File: src/rtl/dvsd_mult_arbiter.sv
// -----------------------------------------------------------------------------
// dvsd_mult_arbiter
//
// Sequencing and arbitration controller for the shared 8x8 gate-level
// multiplier dvsd_8216m1. Two requesters hand in operand pairs over
// valid/ready. The block grants the multiplier round-robin and drives the
// multiplier's bit-level operand pins from registers. It waits SETTLE_CYCLES
// for the gate datapath to resolve, captures the 16-bit product, and returns
// the product with the owning requester ID over a valid/ready response
// channel.
//
// Parameters
//   SETTLE_CYCLES  cycles the operands are held before the product is
//                  sampled (legal range 1..15)
//
// Ports
//   clk, rst_n                 clock, asynchronous active-low reset
//   req0_valid/ready/a/b       requester 0 handshake and operands
//   req1_valid/ready/a/b       requester 1 handshake and operands
//   mul_a, mul_b               registered operands to the multiplier
//   mul_p                      product from the multiplier
//   rsp_valid/ready            response handshake
//   rsp_p, rsp_id              captured product and owning requester
//   busy                       FSM is not in IDLE
// -----------------------------------------------------------------------------
module dvsd_mult_arbiter #(
   parameter int unsigned SETTLE_CYCLES = 2
) (
   input  logic        clk,
   input  logic        rst_n,
   input  logic        req0_valid,
   output logic        req0_ready,
   input  logic [7:0]  req0_a,
   input  logic [7:0]  req0_b,
   input  logic        req1_valid,
   output logic        req1_ready,
   input  logic [7:0]  req1_a,
   input  logic [7:0]  req1_b,
   output logic [7:0]  mul_a,
   output logic [7:0]  mul_b,
   input  logic [15:0] mul_p,
   output logic        rsp_valid,
   input  logic        rsp_ready,
   output logic [15:0] rsp_p,
   output logic        rsp_id,
   output logic        busy
);

   typedef enum logic [1:0] {
      ST_IDLE   = 2'd0,
      ST_SETTLE = 2'd1,
      ST_RESP   = 2'd2
   } state_t;

   // The counter starts one below the settle length because the cycle in
   // which it reads zero is itself the last settle cycle.
   localparam logic [3:0] CNT_LOAD = 4'(SETTLE_CYCLES - 1);

   state_t      state_q, state_d;
   logic [3:0]  cnt_q, cnt_d;
   logic        last_q, last_d;
   logic [7:0]  mul_a_q, mul_a_d;
   logic [7:0]  mul_b_q, mul_b_d;
   logic [15:0] rsp_p_q, rsp_p_d;
   logic        rsp_id_q, rsp_id_d;

   logic        grant_vld;
   logic        grant_id;
   logic        accept;

   // ---------------------------------------------------------------------------
   // Round-robin grant, only offered while IDLE. With both requesters valid,
   // the one that was not granted last wins.
   // ---------------------------------------------------------------------------
   // NOTE: every signal assigned in an always_comb gets a default at the top,
   // so no path leaves it unassigned and no latch is inferred.
   always_comb begin
      grant_vld = 1'b0;
      grant_id  = 1'b0;
      if (state_q == ST_IDLE) begin
         case ({req1_valid, req0_valid})
            2'b01: begin
               grant_vld = 1'b1;
               grant_id  = 1'b0;
            end
            2'b10: begin
               grant_vld = 1'b1;
               grant_id  = 1'b1;
            end
            2'b11: begin
               grant_vld = 1'b1;
               grant_id  = ~last_q;
            end
            default: begin
               grant_vld = 1'b0;
               grant_id  = 1'b0;
            end
         endcase
      end
   end

   // NOTE: the readies are masked with rst_n. The FSM already sits in IDLE
   // while reset is held, so without the mask a requester would see ready
   // during reset and believe its request was taken.
   assign req0_ready = rst_n & grant_vld & ~grant_id;
   assign req1_ready = rst_n & grant_vld &  grant_id;

   // A grant is only ever given to a valid requester, so ready alone marks
   // the accept.
   assign accept = req0_ready | req1_ready;

   // ---------------------------------------------------------------------------
   // Next-state and datapath register updates.
   // ---------------------------------------------------------------------------
   always_comb begin
      state_d  = state_q;
      cnt_d    = cnt_q;
      last_d   = last_q;
      mul_a_d  = mul_a_q;
      mul_b_d  = mul_b_q;
      rsp_p_d  = rsp_p_q;
      rsp_id_d = rsp_id_q;

      case (state_q)
         ST_IDLE: begin
            if (accept) begin
               mul_a_d  = grant_id ? req1_a : req0_a;
               mul_b_d  = grant_id ? req1_b : req0_b;
               rsp_id_d = grant_id;
               last_d   = grant_id;
               cnt_d    = CNT_LOAD;
               state_d  = ST_SETTLE;
            end
         end

         ST_SETTLE: begin
            if (cnt_q == 4'd0) begin
               // Operands have now been stable for SETTLE_CYCLES cycles.
               rsp_p_d = mul_p;
               state_d = ST_RESP;
            end else begin
               cnt_d = cnt_q - 4'd1;
            end
         end

         ST_RESP: begin
            if (rsp_ready) begin
               state_d = ST_IDLE;
            end
         end

         default: begin
            state_d = ST_IDLE;
         end
      endcase
   end

   // NOTE: state registers use non-blocking assignments so every flop samples
   // the values from before the edge, independent of process ordering.
   always_ff @(posedge clk or negedge rst_n) begin
      if (!rst_n) begin
         state_q  <= ST_IDLE;
         cnt_q    <= 4'd0;
         last_q   <= 1'b1;
         mul_a_q  <= 8'h00;
         mul_b_q  <= 8'h00;
         rsp_p_q  <= 16'h0000;
         rsp_id_q <= 1'b0;
      end else begin
         state_q  <= state_d;
         cnt_q    <= cnt_d;
         last_q   <= last_d;
         mul_a_q  <= mul_a_d;
         mul_b_q  <= mul_b_d;
         rsp_p_q  <= rsp_p_d;
         rsp_id_q <= rsp_id_d;
      end
   end

   assign mul_a     = mul_a_q;
   assign mul_b     = mul_b_q;
   assign rsp_p     = rsp_p_q;
   assign rsp_id    = rsp_id_q;
   assign rsp_valid = (state_q == ST_RESP);
   assign busy      = (state_q != ST_IDLE);

endmodule
File: config.mk
export PLATFORM = sky130hd
export DESIGN_NAME = dvsd_mult_arbiter
export DESIGN_NICKNAME = d
export VERILOG_FILES = /design/src/rtl/dvsd_mult_arbiter.sv
export SDC_FILE = /design/constraint.sdc
export NUM_CORES = 1
export LEC_CHECK = 0
export CORE_ASPECT_RATIO = 0.7
export CORE_UTILIZATION = 35
export CTS_BUF_LIST = sky130_fd_sc_hd__clkbuf_4
export DETAILED_ROUTE_END_ITERATION = 8
export GPL_TIMING_DRIVEN = 0
export PLACE_DENSITY = 0.72
export SETUP_SLACK_MARGIN = 0.3
export SLEW_MARGIN = 15
export SYNTH_ARGS = -nofsm -noshare
export SYNTH_HDL_FRONTEND = slang
export SYNTH_SLANG_ARGS = --single-unit
File: constraint.sdc
create_clock -name clk -period 2.74 [get_ports clk]
set_input_delay 0.411 -clock clk [delete_from_list [all_inputs] [get_ports clk]]
set_output_delay 0.411 -clock clk [all_outputs]
set_load 0.01 [all_outputs]
Word-level counts from Yosys, hierarchy flattened
Index checks and enable logic that the tools add are counted.
Widths: inputs -> output; s select.
{"block": "totals", "reg_bits": 40, "out_inout_bits": 37, "word_cells": 45}
{"block": "classes", "eq_ne": 9, "reduce_logical": 9, "addsub": 1, "muxes": 13, "bitwise_logic": 6}
{"operator": "$mux 8", "n": 2}
{"operator": "$mux 4", "n": 2}
{"operator": "$pmux 4 s2", "n": 1}
{"operator": "$eq 2x2->1 const B", "n": 3}
{"operator": "$mux 2", "n": 3}
{"operator": "$ne 2x2->1 const B", "n": 3}
{"operator": "$pmux 2 s3", "n": 1}
{"operator": "$reduce_and 3->1", "n": 2}
{"operator": "$eq 2x1->1 const B", "n": 2}
{"operator": "$logic_not 4->1", "n": 1}
{"operator": "$reduce_and 2->1", "n": 2}
{"operator": "$reduce_bool 2->1", "n": 2}
{"operator": "$sub 4x1->4 const B", "n": 1}
{"operator": "$and 1x1->1", "n": 3}
{"operator": "$mux 1", "n": 3}
{"operator": "$reduce_or 3->1", "n": 1}
{"operator": "$logic_not 2->1", "n": 1}
{"operator": "$ne 2x1->1 const B", "n": 1}
{"operator": "$not 1->1", "n": 2}
{"operator": "$pmux 1 s2", "n": 1}
{"operator": "$or 1x1->1", "n": 1}

Depth between registers and ports, before layout
{"block": "depth", "ltp_word": 9, "depth_mapped": 7, "ltp_nobuf": 5}

Least setup slack after synthesis
OpenSTA, ideal clock, no wires.
{"block": "synth_timing", "path_kind": "reg2reg", "start": "register cnt_q[0]", "end": "register rsp_p_q[10], in the netlist rsp_p[10]", "arrival_time_ps": 1749, "setup_slack_ps": 866, "setup_ps": 125, "stages_incl_launch_ff": 8, "required_ps": 2615, "path_cell_list": "dfrtp_1 inv_1 ha_1 inv_1 or4_4 buf_6 buf_12 mux2_4"}
{"block": "synth_via", "elab_chain_len": 2}
{"item": "start: declaration", "line": "60", "text": "logic [3:0] cnt_q, cnt_d;"}
{"item": "start signal: assignment", "line": "171", "text": "cnt_q <= cnt_d;"}
{"item": "$logic_not 4->1", "line": "137", "text": "if (cnt_q == 4'd0) begin"}
{"item": "$reduce_and 2->1 (no source line)"}
{"item": "end signal: assignment", "line": "175", "text": "rsp_p_q <= rsp_p_d;"}
{"item": "end: declaration", "line": "64", "text": "logic [15:0] rsp_p_q, rsp_p_d;"}
Every way passes these cells.
A chain may end at the register's enable or synchronous reset.

Final worst setup path
{"block": "layout_timing", "start": "register state_q[0]", "end": "output port req0_ready"}
{"block": "layout_via", "elab_chain_len": 4, "elab_cells_between_ends": 6}
{"item": "start: declaration", "line": "59", "text": "state_t state_q, state_d;"}
{"item": "start signal: assignment", "line": "170", "text": "state_q <= state_d;"}
{"item": "$logic_not 2->1 (*)", "line": "80", "text": "if (state_q == ST_IDLE) begin"}
{"item": "$mux 1", "line": "80"}
{"item": "$and 1x1->1 or $not 1->1 (tied branches)", "line": "105", "text": "assign req0_ready = rst_n & grant_vld & ~grant_id;"}
{"item": "$and 1x1->1 (*)", "line": "105"}
{"item": "end: declaration", "line": "32", "text": "output logic req0_ready,"}
Every way passes the cells marked *; elsewhere a longest branch is shown, timed or not.

==> out/summary.log <==
qor: status.status finished clean
qor: finish.mostFrequentLayoutCell clkdlybuf4s50_1
qor: pwr.worst_ir_drop_vdd 0.000533 V
qor: critical_path.critical_path.endpoint_type primary output
qor: pwr.power-per-cell-area 1020 nW/um2
qor: placed_design.placedCellCount 293
qor: clock_tree.clock-sinks 40
qor: pwr.clkPwrFrac 10.1%
qor: finish.syn_to_final_growth 62.7%
qor: finish.fin_nets 289
qor: detailed_routing.routed_wire_length_per_instance 15.1 um
qor: detailed_routing.detailedRoute.firstIterationViolations 52
qor: critical_path.cp_data_required_time 2.33 ns
qor: clock_tree.clkLatencyLatePin 0.34 ns
qor: synth.synthDominantAreaCellType dfrtp_1
qor: pwr.share_of_total_power_in_combinational_logic 54.7%
qor: placed_design.dp_slack -0.215 ns
qor: synth.synth_cell_type_count 30
qor: floorplan.count_of_standard_cell_rows 21
qor: clock_tree.worst_setup_hold_path_clk_slew 0.12 ns
qor: grt.first_global_vias 1466
qor: grt.largest_net_degree_at_the_start_of_global_routing 22
qor: clock_tree.htree_levels 2
qor: min_path.worst_hold_path_type primary input to async pin
qor: synth.postSynthCellCount 134
qor: pwr.power.leakage 1.26 nW
qor: placed_design.gp_congestion 0.756
qor: synth.synth_net_count 188
qor: pwr.share_seq_of_total_power 35.3%
qor: finish.num_antenna_cells 0
qor: sta.layout_worst_path_cycle_share 80.8%
qor: synth.top_cell_type_s_share_of_synthesized_area 54.6%
qor: floorplan.num_io_pins 90
qor: clock_tree.cts_tree built
qor: detailed_routing.finalWirelength 4620 um
qor: critical_path.worst-r2r-setup-slack 0.77 ns
qor: sta.min_period 2.21 ns
qor: clock_tree.cts_made_buffers 5
qor: floorplan.die_height 61.8 um
qor: finish.stdcell_count 305
qor: synth.synth-seq-area-share 56.1%
qor: synth.syn_area 1790 um2
qor: critical_path.worst_ep_arrival_time 1.80 ns
qor: detailed_routing.final_antenna_net_count 0
qor: sta.worstMarginPinSlew 0.845 ns
qor: synth.syn-mean-instance-area 13.3 um2
qor: floorplan.start_util 37.0%
qor: detailed_routing.detailedRoute.firstPassIterationCount 4
qor: critical_path.reg2regPathDepth 7
qor: detailed_routing.route.detailed.drc 0
qor: sta.max_clock_freq 452 MHz
qor: pwr.power.share.switching 32.2%
qor: critical_path.highest_net_fanout_along_the_worst_path 10
qor: detailed_routing.post_drt_via_cell_ratio 4.80
qor: synth.cell_types_with_the_largest_area_share_after_synthesis dfrtp_1 (55%), a221o_1 (9.0%), mux2_4 (7.6%)
qor: synth.synth-seq-cells 40
qor: placed_design.place_hpwl 3480 um
qor: sta.postLayoutSetupSlackWorst 0.526 ns
qor: sta.grt_setup_unrepaired no
qor: grt.gr-usage-all-layers 18.5%
qor: pwr.power.net_switching 0.000960 W
qor: floorplan.core-area 4830 um2
qor: sta.finalMaxSlewViolations 0
qor: synth.synth-warning-count 0
qor: sta.final-hold-violation-count 0
qor: floorplan.chipWidth 87.4 um
qor: detailed_routing.num_vias 1463
qor: grt.grt.overflow.total 0
qor: critical_path.regToRegEndpoint rsp_p[12]
qor: critical_path.crit_type flip-flop to primary output
qor: grt.grt_antenna_before_repair 0
qor: critical_path.worst_r2r_startpoint cnt_q[0]
qor: grt.grt_first_pass_wirelength 7410 um
qor: clock_tree.ctsLongestPathBuffers 2
qor: sta.timing.max_slew.rel_slack 43.5%
qor: clock_tree.clock_tree.root_cell clkbuf_4
qor: sta.setup_viol_count_final 0
qor: critical_path.critical_path.startpoint_type flip-flop
qor: placed_design.port_buffers 89
qor: finish.final_layout_size_suffix_gt1_share 18.6%
qor: finish.layout_common_cells clkdlybuf4s50_1 (86), dfrtp_1 (37), a21boi_0 (16), a221o_1 (16), mux2_4 (9)
qor: sta.fin_skew 0.0113 ns
qor: floorplan.fp.dieArea 5400 um2
qor: run.max_cap_violations 0
qor: pwr.cellInternalPower 0.00202 W
## repair_timing
item                                    4_1_cts  5_1_grt
resized for setup                            13        0
endpoints found under the hold margin        18        0
hold buffers                                  1        0
buffers inserted                              3        0
endpoints found under the setup margin        2        0
## area by class of cell
class                           count  area, um2
Fill cell                         400       1930
Sequential cell                    40       1000
Buffer                             10       83.8
Inverter                            5       18.8
Clock buffer                        7       52.6
Multi-Input combinational cell     79        712
Timing Repair Buffer               94        946
Tap cell                           69       86.3
Clock inverter                      1       5.00
## Yosys cell counts (all sizes together)
master   number
dfrtp        39
a2bb2oi       1
dfstp         1
ha            1
nand2b        4
a221o        16
and2          1
nor2b         1
nand2         1
or3           1
or4           2
and3          2
nor3          1
inv           5
o21ai         3
clkbuf        4
nand4b        1
or2           2
buf           6
nor2          2
a21boi       16
o2bb2ai       1
nor3b         2
a21oi         5
mux2         16
## state kept, by name, indices dropped and copies added, names as in the netlist
| name | flops |
|---|---|
| cnt_q | 4 |
| last_q | 1 |
| mul_a | 8 |
| mul_b | 8 |
| rsp_id | 1 |
| rsp_p | 16 |
| state_q | 2 |
## through the flow
stage	utilization [%]	hold slack [ns]	TNS (ns)	cell area (um2)	power, W
2_1_floorplan	-	0.115	0	1790	0.00186
3_3_place_gp	57.2	0.480	-22.32	2770	0.00261
3_5_place_dp	57.7	0.413	-0.393	2790	0.00263
4_1_cts	60.2	0.00246	0	2910	0.00301
5_1_grt	60.2	0.00390	0	2910	0.00318
6_report	60.2	0.0260	0	2910	0.00298
## cell families after synthesis
group | count (synthesis) | synth area share (%)
and+or+nand+nor | 20 | 7.63
buffers and inverters | 15 | 4.76
adders and majority gates | 1 | 0.700
AOI/OAI and AO/OA | 42 | 18.9
DFF | 40 | 56.1
muxes | 16 | 12.0
## worst max-delay path by stage
stage                  to  cells past startpoint        from
3_5_place_dp   req0_ready                      6       rst_n
4_1_cts        req0_ready                      5  state_q[0]
6_report       req0_ready                      5  state_q[0]
3_3_place_gp   req0_ready                      6       rst_n
5_1_grt        req0_ready                      5  state_q[0]
2_1_floorplan   rsp_p[10]                      7    cnt_q[0]
## worst max-delay path, cell delays in order (launching register included)
cell and delay (ns):
dfrtp_2 0.44, nor3b_4 0.23, and3_1 0.18, buf_4 0.17
buf_6 0.17, dlygate4sd2_1 0.27
## metal layers
metal  wire (um)  GRT usage (%)
met4           0           4.92
met5           0              0
met3         144           4.10
met1        2360           27.3
met2        2120           27.7
## power groups by stage
stage / clock network (W) / registers, W / logic, W
after global routing: 0.000342 / 0.00109 / 0.00175
after detailed placement: 0 / 0.00106 / 0.00157
final: 0.000300 / 0.00105 / 0.00163
after CTS: 0.000317 / 0.00105 / 0.00164
after floorplan: 0 / 0.00116 / 0.000708
after global placement: 0 / 0.00105 / 0.00156
(Power assumes the default switching activity.)
==> RTL edit 1, RTL diff (same settings) <==
Re-encode `state_t` (3 states) as one-hot, 3 bits wide.
--- a/src/rtl/dvsd_mult_arbiter.sv
+++ b/src/rtl/dvsd_mult_arbiter.sv
@@ -47,8 +47,8 @@
 );
 
-   typedef enum logic [1:0] {
-      ST_IDLE   = 2'd0,
-      ST_SETTLE = 2'd1,
-      ST_RESP   = 2'd2
+   typedef enum logic [2:0] {
+      ST_IDLE   = 3'b001,
+      ST_SETTLE = 3'b010,
+      ST_RESP   = 3'b100
    } state_t;
 
Formal check against the unedited RTL: no difference found for any inputs over 10 cycles, from zero or initial values and one cycle with rst_n low; not proved beyond that.
==> RTL edit 1 against the original RTL <==
Design area up 4.2%; count of clock-buffer cells in the layout down 2; area after synthesis up 6.5%; wire length shrank 7.1%; sequential cell count increased by 1; setup slack worse by 0.12 ns; fmax down 5.1%; combinational power down 17%; total power shrank 3.2%.
==> RTL edit 1: results (changes against the original RTL) <==
| Metric | Value |
|---|---|
| Status | `finished, final reports clean (unchanged)` |
| Drt initial violations | `17 (was 52)` |
| Seq cells | `41 (was 40)` |
| Total track usage | `0.1665 (was 0.1848)` |
| Clock skew | `0.01467 ns (was 0.01131 ns)` |
| Layout cells sized above 1 | `0.2607 (was 0.1864)` |
| HPWL Detailed | `3225 um (was 3480 um)` |
| Synth top area cells | `dfrtp_1 51%, mux2_2 18%, mux2_1 11%, dfstp_2 2.8%, buf_6 1.8% (was dfrtp_1 55%, a221o_1 9.0%, mux2_4 7.6%, a21boi_0 6.7%, mux2_2 4.4%)` |
| Sequential power share | `0.366 (was 0.353)` |
| Number of global-route vias before repair | `1555 (was 1466)` |
| Reg area | `1028 um^2 (was 1005 um^2)` |
| Non-CTS buffers | `100 (was 104)` |
| Largest net degree at the start of global routing | `30 (was 22)` |
| Routability cong. | `0.7613 (was 0.7564)` |
| Inverters | `4 (was 5)` |
| Largest family of logic cells by synthesized area | `multiplexers (was compound AO/OA/AOI/OAI gates)` |
| Power Clock | `0.481 mW (was 0.300 mW)` |
| Met1 Use GR | `0.2167 (was 0.2730)` |
| Synth Area in Compound Gates | `0.04468 (was 0.1889)` |
| Synth Net Count | `187 (was 188)` |
| Netlist cell types | `32 (was 30)` |
| Finished Layout Cells | `306 (was 305)` |
| Final-layout clock buffer total | `5 (was 7)` |
| Gate Count Post-Synth | `132 (was 134)` |
| Share of cell area taken by multi-input logic gates | `0.2675 (was 0.2447)` |
| GR Util met3 | `0.05435 (was 0.04095)` |
| Via count | `1403 (was 1463)` |
| Commonest cells post-synth | `39 x dfrtp_1, 31 x mux2_2, 19 x mux2_1, 4 x inv_1, 4 x o21ai_0 (was 39 x dfrtp_1, 16 x a21boi_0, 16 x a221o_1, 9 x mux2_4, 7 x mux2_2)` |
| Routed wire length | `4289 um (was 4618 um)` |
| PwrDens | `951.6 nW/um^2 (was 1024 nW/um^2)` |
| Met2 routed WL | `1962 um (was 2117 um)` |
| Post-layout util | `0.5794 (was 0.6017)` |
| #MultiIn Comb | `81 (was 79)` |
| Met2 GRT Util | `0.2681 (was 0.2768)` |
| Post-Place Setup Slack | `0.01133 ns (was -0.2152 ns)` |
| Met1 WL | `2031 um (was 2355 um)` |
| Rel. slew slack | `0.5799 (was 0.4349)` |
| Total leakage power | `1.251 nW (was 1.260 nW)` |
| DP Cell Count | `294 (was 293)` |
| Worst vdd ir | `0.3841 mV (was 0.5327 mV)` |
| Fill count | `461 (was 400)` |
RTL edit 1: changes by cell type after synthesis, sizes merged, moves of 3 or more:
cell,before,now
nand2b,4,0
mux2,16,50
a21boi,16,1
clkbuf,4,1
a221o,16,0
or3b,0,3
RTL edit 1: repair_timing:
| item | in CTS | in global routing |
|---|---|---|
| endpoints found under the hold margin | 12 | 0 |
| hold buffers | 1 | 0 |
| pin swaps | 0 | 1 |
| setup endpoints to repair | 2 | 2 |
| gates resized for setup | 3 | 6 |
| cloned | 0 | 0 |
| buffers inserted | 0 | 3 |
RTL edit 1: worst paths after layout:
check,slack [ns],startpoint,endpoint,depth (start not counted)
worst max-delay path,0.41,state_q[0],busy,3
worst min-delay path,0.05,rst_n,rsp_p[13],2
worst max register to register,0.83,cnt_q[0],rsp_p[8],6
worst min register to register,0.50,mul_a[4],mul_a[4],1
max in group asynchronous,1.69,rst_n,cnt_q[1],2
min in group clk,0.50,mul_a[4],mul_a[4],1
==> RTL edit 2, RTL diff (config.mk and constraints unchanged) <==
Made on the original files. Make the reset (`rst_n`) synchronous in one clocked block. Comments in the files are not updated.
--- a/src/rtl/dvsd_mult_arbiter.sv
+++ b/src/rtl/dvsd_mult_arbiter.sv
@@ -158,5 +158,5 @@
    // NOTE: state registers use non-blocking assignments so every flop samples
    // the values from before the edge, independent of process ordering.
-   always_ff @(posedge clk or negedge rst_n) begin
+   always_ff @(posedge clk) begin
       if (!rst_n) begin
          state_q  <= ST_IDLE;
Function: differs if rst_n is asserted again (counterexample within 4 cycles, from zero or initial values and one cycle with rst_n low); with rst_n held inactive, the same outputs for 10 cycles.
==> RTL edit 2 against the original RTL <==
Setup slack got worse by 0.18 ns; global-route usage fell by 1.1 points; die area rose by 6.6%; wire length rose by 7.2%; hold slack improved by 0.45 ns; design area rose by 2.6%; area after synthesis rose by 6.8%; clock skew fell by 0.0023 ns; sequential cell count did not move; non-clock buffer count rose by 8.
Power is not compared: it rests on default switching activity, and its combinational part moved more than twofold at a synthesized area within 25%.
==> RTL edit 2: results (changes against the original RTL) <==
| Metric | Value |
|---|---|
| Setup bufs post-CTS | `2 (was 3)` |
| Via count | `1906 (was 1463)` |
| Synth async-reset ratio | `0 (was 1.000)` |
| Worst hold path type | `register to register (was primary input to async pin)` |
| Crit Reg-Reg Endpoint | `rsp_p[12] (unchanged)` |
| Top cell type's share of synthesized area | `0.4194 (was 0.5458)` |
| Status | `finished, final reports clean (unchanged)` |
| Critical Path AT | `1.99 ns (was 1.80 ns)` |
| Netlist cell types | `38 (was 30)` |
| Worst Tran Pin Value | `0.4949 ns (was 0.8449 ns)` |
| Total track usage | `0.1741 (was 0.1848)` |
| Largest net degree at the start of global routing | `12 (was 22)` |
| Synth area leader | `dfxtp_1 (was dfrtp_1)` |
| Worst R2R Path Depth | `6 (was 7)` |
| Layout cells sized above 1 | `0.09295 (was 0.1864)` |
| Commonest cells post-synth | `40 x dfxtp_1, 33 x a21oi_1, 21 x o21ai_0, 18 x mux2i_1, 17 x a211oi_1 (was 39 x dfrtp_1, 16 x a21boi_0, 16 x a221o_1, 9 x mux2_4, 7 x mux2_2)` |
| # nets final | `365 (was 289)` |
| Synth top area cells | `dfxtp_1 42%, mux2i_1 9.4%, a21oi_1 8.7%, a211oi_1 6.7%, o21ai_0 5.5% (was dfrtp_1 55%, a221o_1 9.0%, mux2_4 7.6%, a21boi_0 6.7%, mux2_2 4.4%)` |
| Worst Setup SP | `rst_n (was state_q[0])` |
| HPWL Detailed | `3715 um (was 3480 um)` |
| Routed wire length | `4949 um (was 4618 um)` |
| CP max stage cell | `clkdlybuf4s50_1 (was dfrtp_2)` |
| Launch point of the worst reg-to-reg path | `cnt_q[0] (unchanged)` |
| Routability cong. | `0.7720 (was 0.7564)` |
| CTS resizes | `4 (was 13)` |
[RTL edit 2: changes by cell type after synthesis, moves of 9 or more]
cell	before	now
dfrtp_1	39	0
a211oi_1	0	17
a21oi_1	5	33
dfxtp_1	0	40
nand3_1	0	16
a21boi_0	16	0
o21ai_0	3	21
mux2i_1	0	18
a221o_1	16	0
mux2_4	9	0
[RTL edit 2: layout make-up]
| class | instances | area share |
|---|---|---|
| buffer | 18 | 0.04610 |
| clock buffer | 7 | 0.01760 |
| timing repair buffer | 94 | 0.3101 |
| clock inverter | 1 | 0.001257 |
| sequential | 40 | 0.2682 |
| multi-input combinational | 144 | 0.3164 |
| inverter | 8 | 0.01006 |
| tap | 72 | 0.03018 |
[RTL edit 2: routing by layer]
| layer | up-vias | track usage | wire [um] |
|---|---|---|---|
| met5 | - | 0 | 0 |
| met4 | 0 | 0.06048 | 59 |
| met3 | 8 | 0.04762 | 288 |
| met2 | 60 | 0.2567 | 2069 |
| met1 | 868 | 0.2436 | 2531 |
| li1 | 970 | - | - |
[RTL edit 2: stage by stage]
stage                     cells  area [um^2]  setup slack [ns]  hold slack, ns  utilization
final                       384         2985            0.3435          0.4775       0.5678
after global routing        384         2985            0.3081          0.5019       0.5678
after CTS                   381         2962            0.3341          0.4811       0.5633
after detailed placement    371         2890           0.04988          0.4652       0.5497
after global placement      371         2890           0.04953          0.4602       0.5497
after floorplan             210         1909             1.240          0.4617            -
[RTL edit 2: cells by family after synthesis]
group,share of synthesized area
AOI/OAI and AO/OA,0.2431
buffers and inverters,0.08584
adders and majority gates,0.006552
and+or+nand+nor,0.1507
muxes,0.09436
DFF,0.4194
[RTL edit 2: power by group]
part           total [mW]  internal, mW  switching (mW)
Clock               0.303         0.119           0.185
Combinational       0.711         0.381           0.330
Sequential          0.709         0.661          0.0477
Total                1.72          1.16           0.562
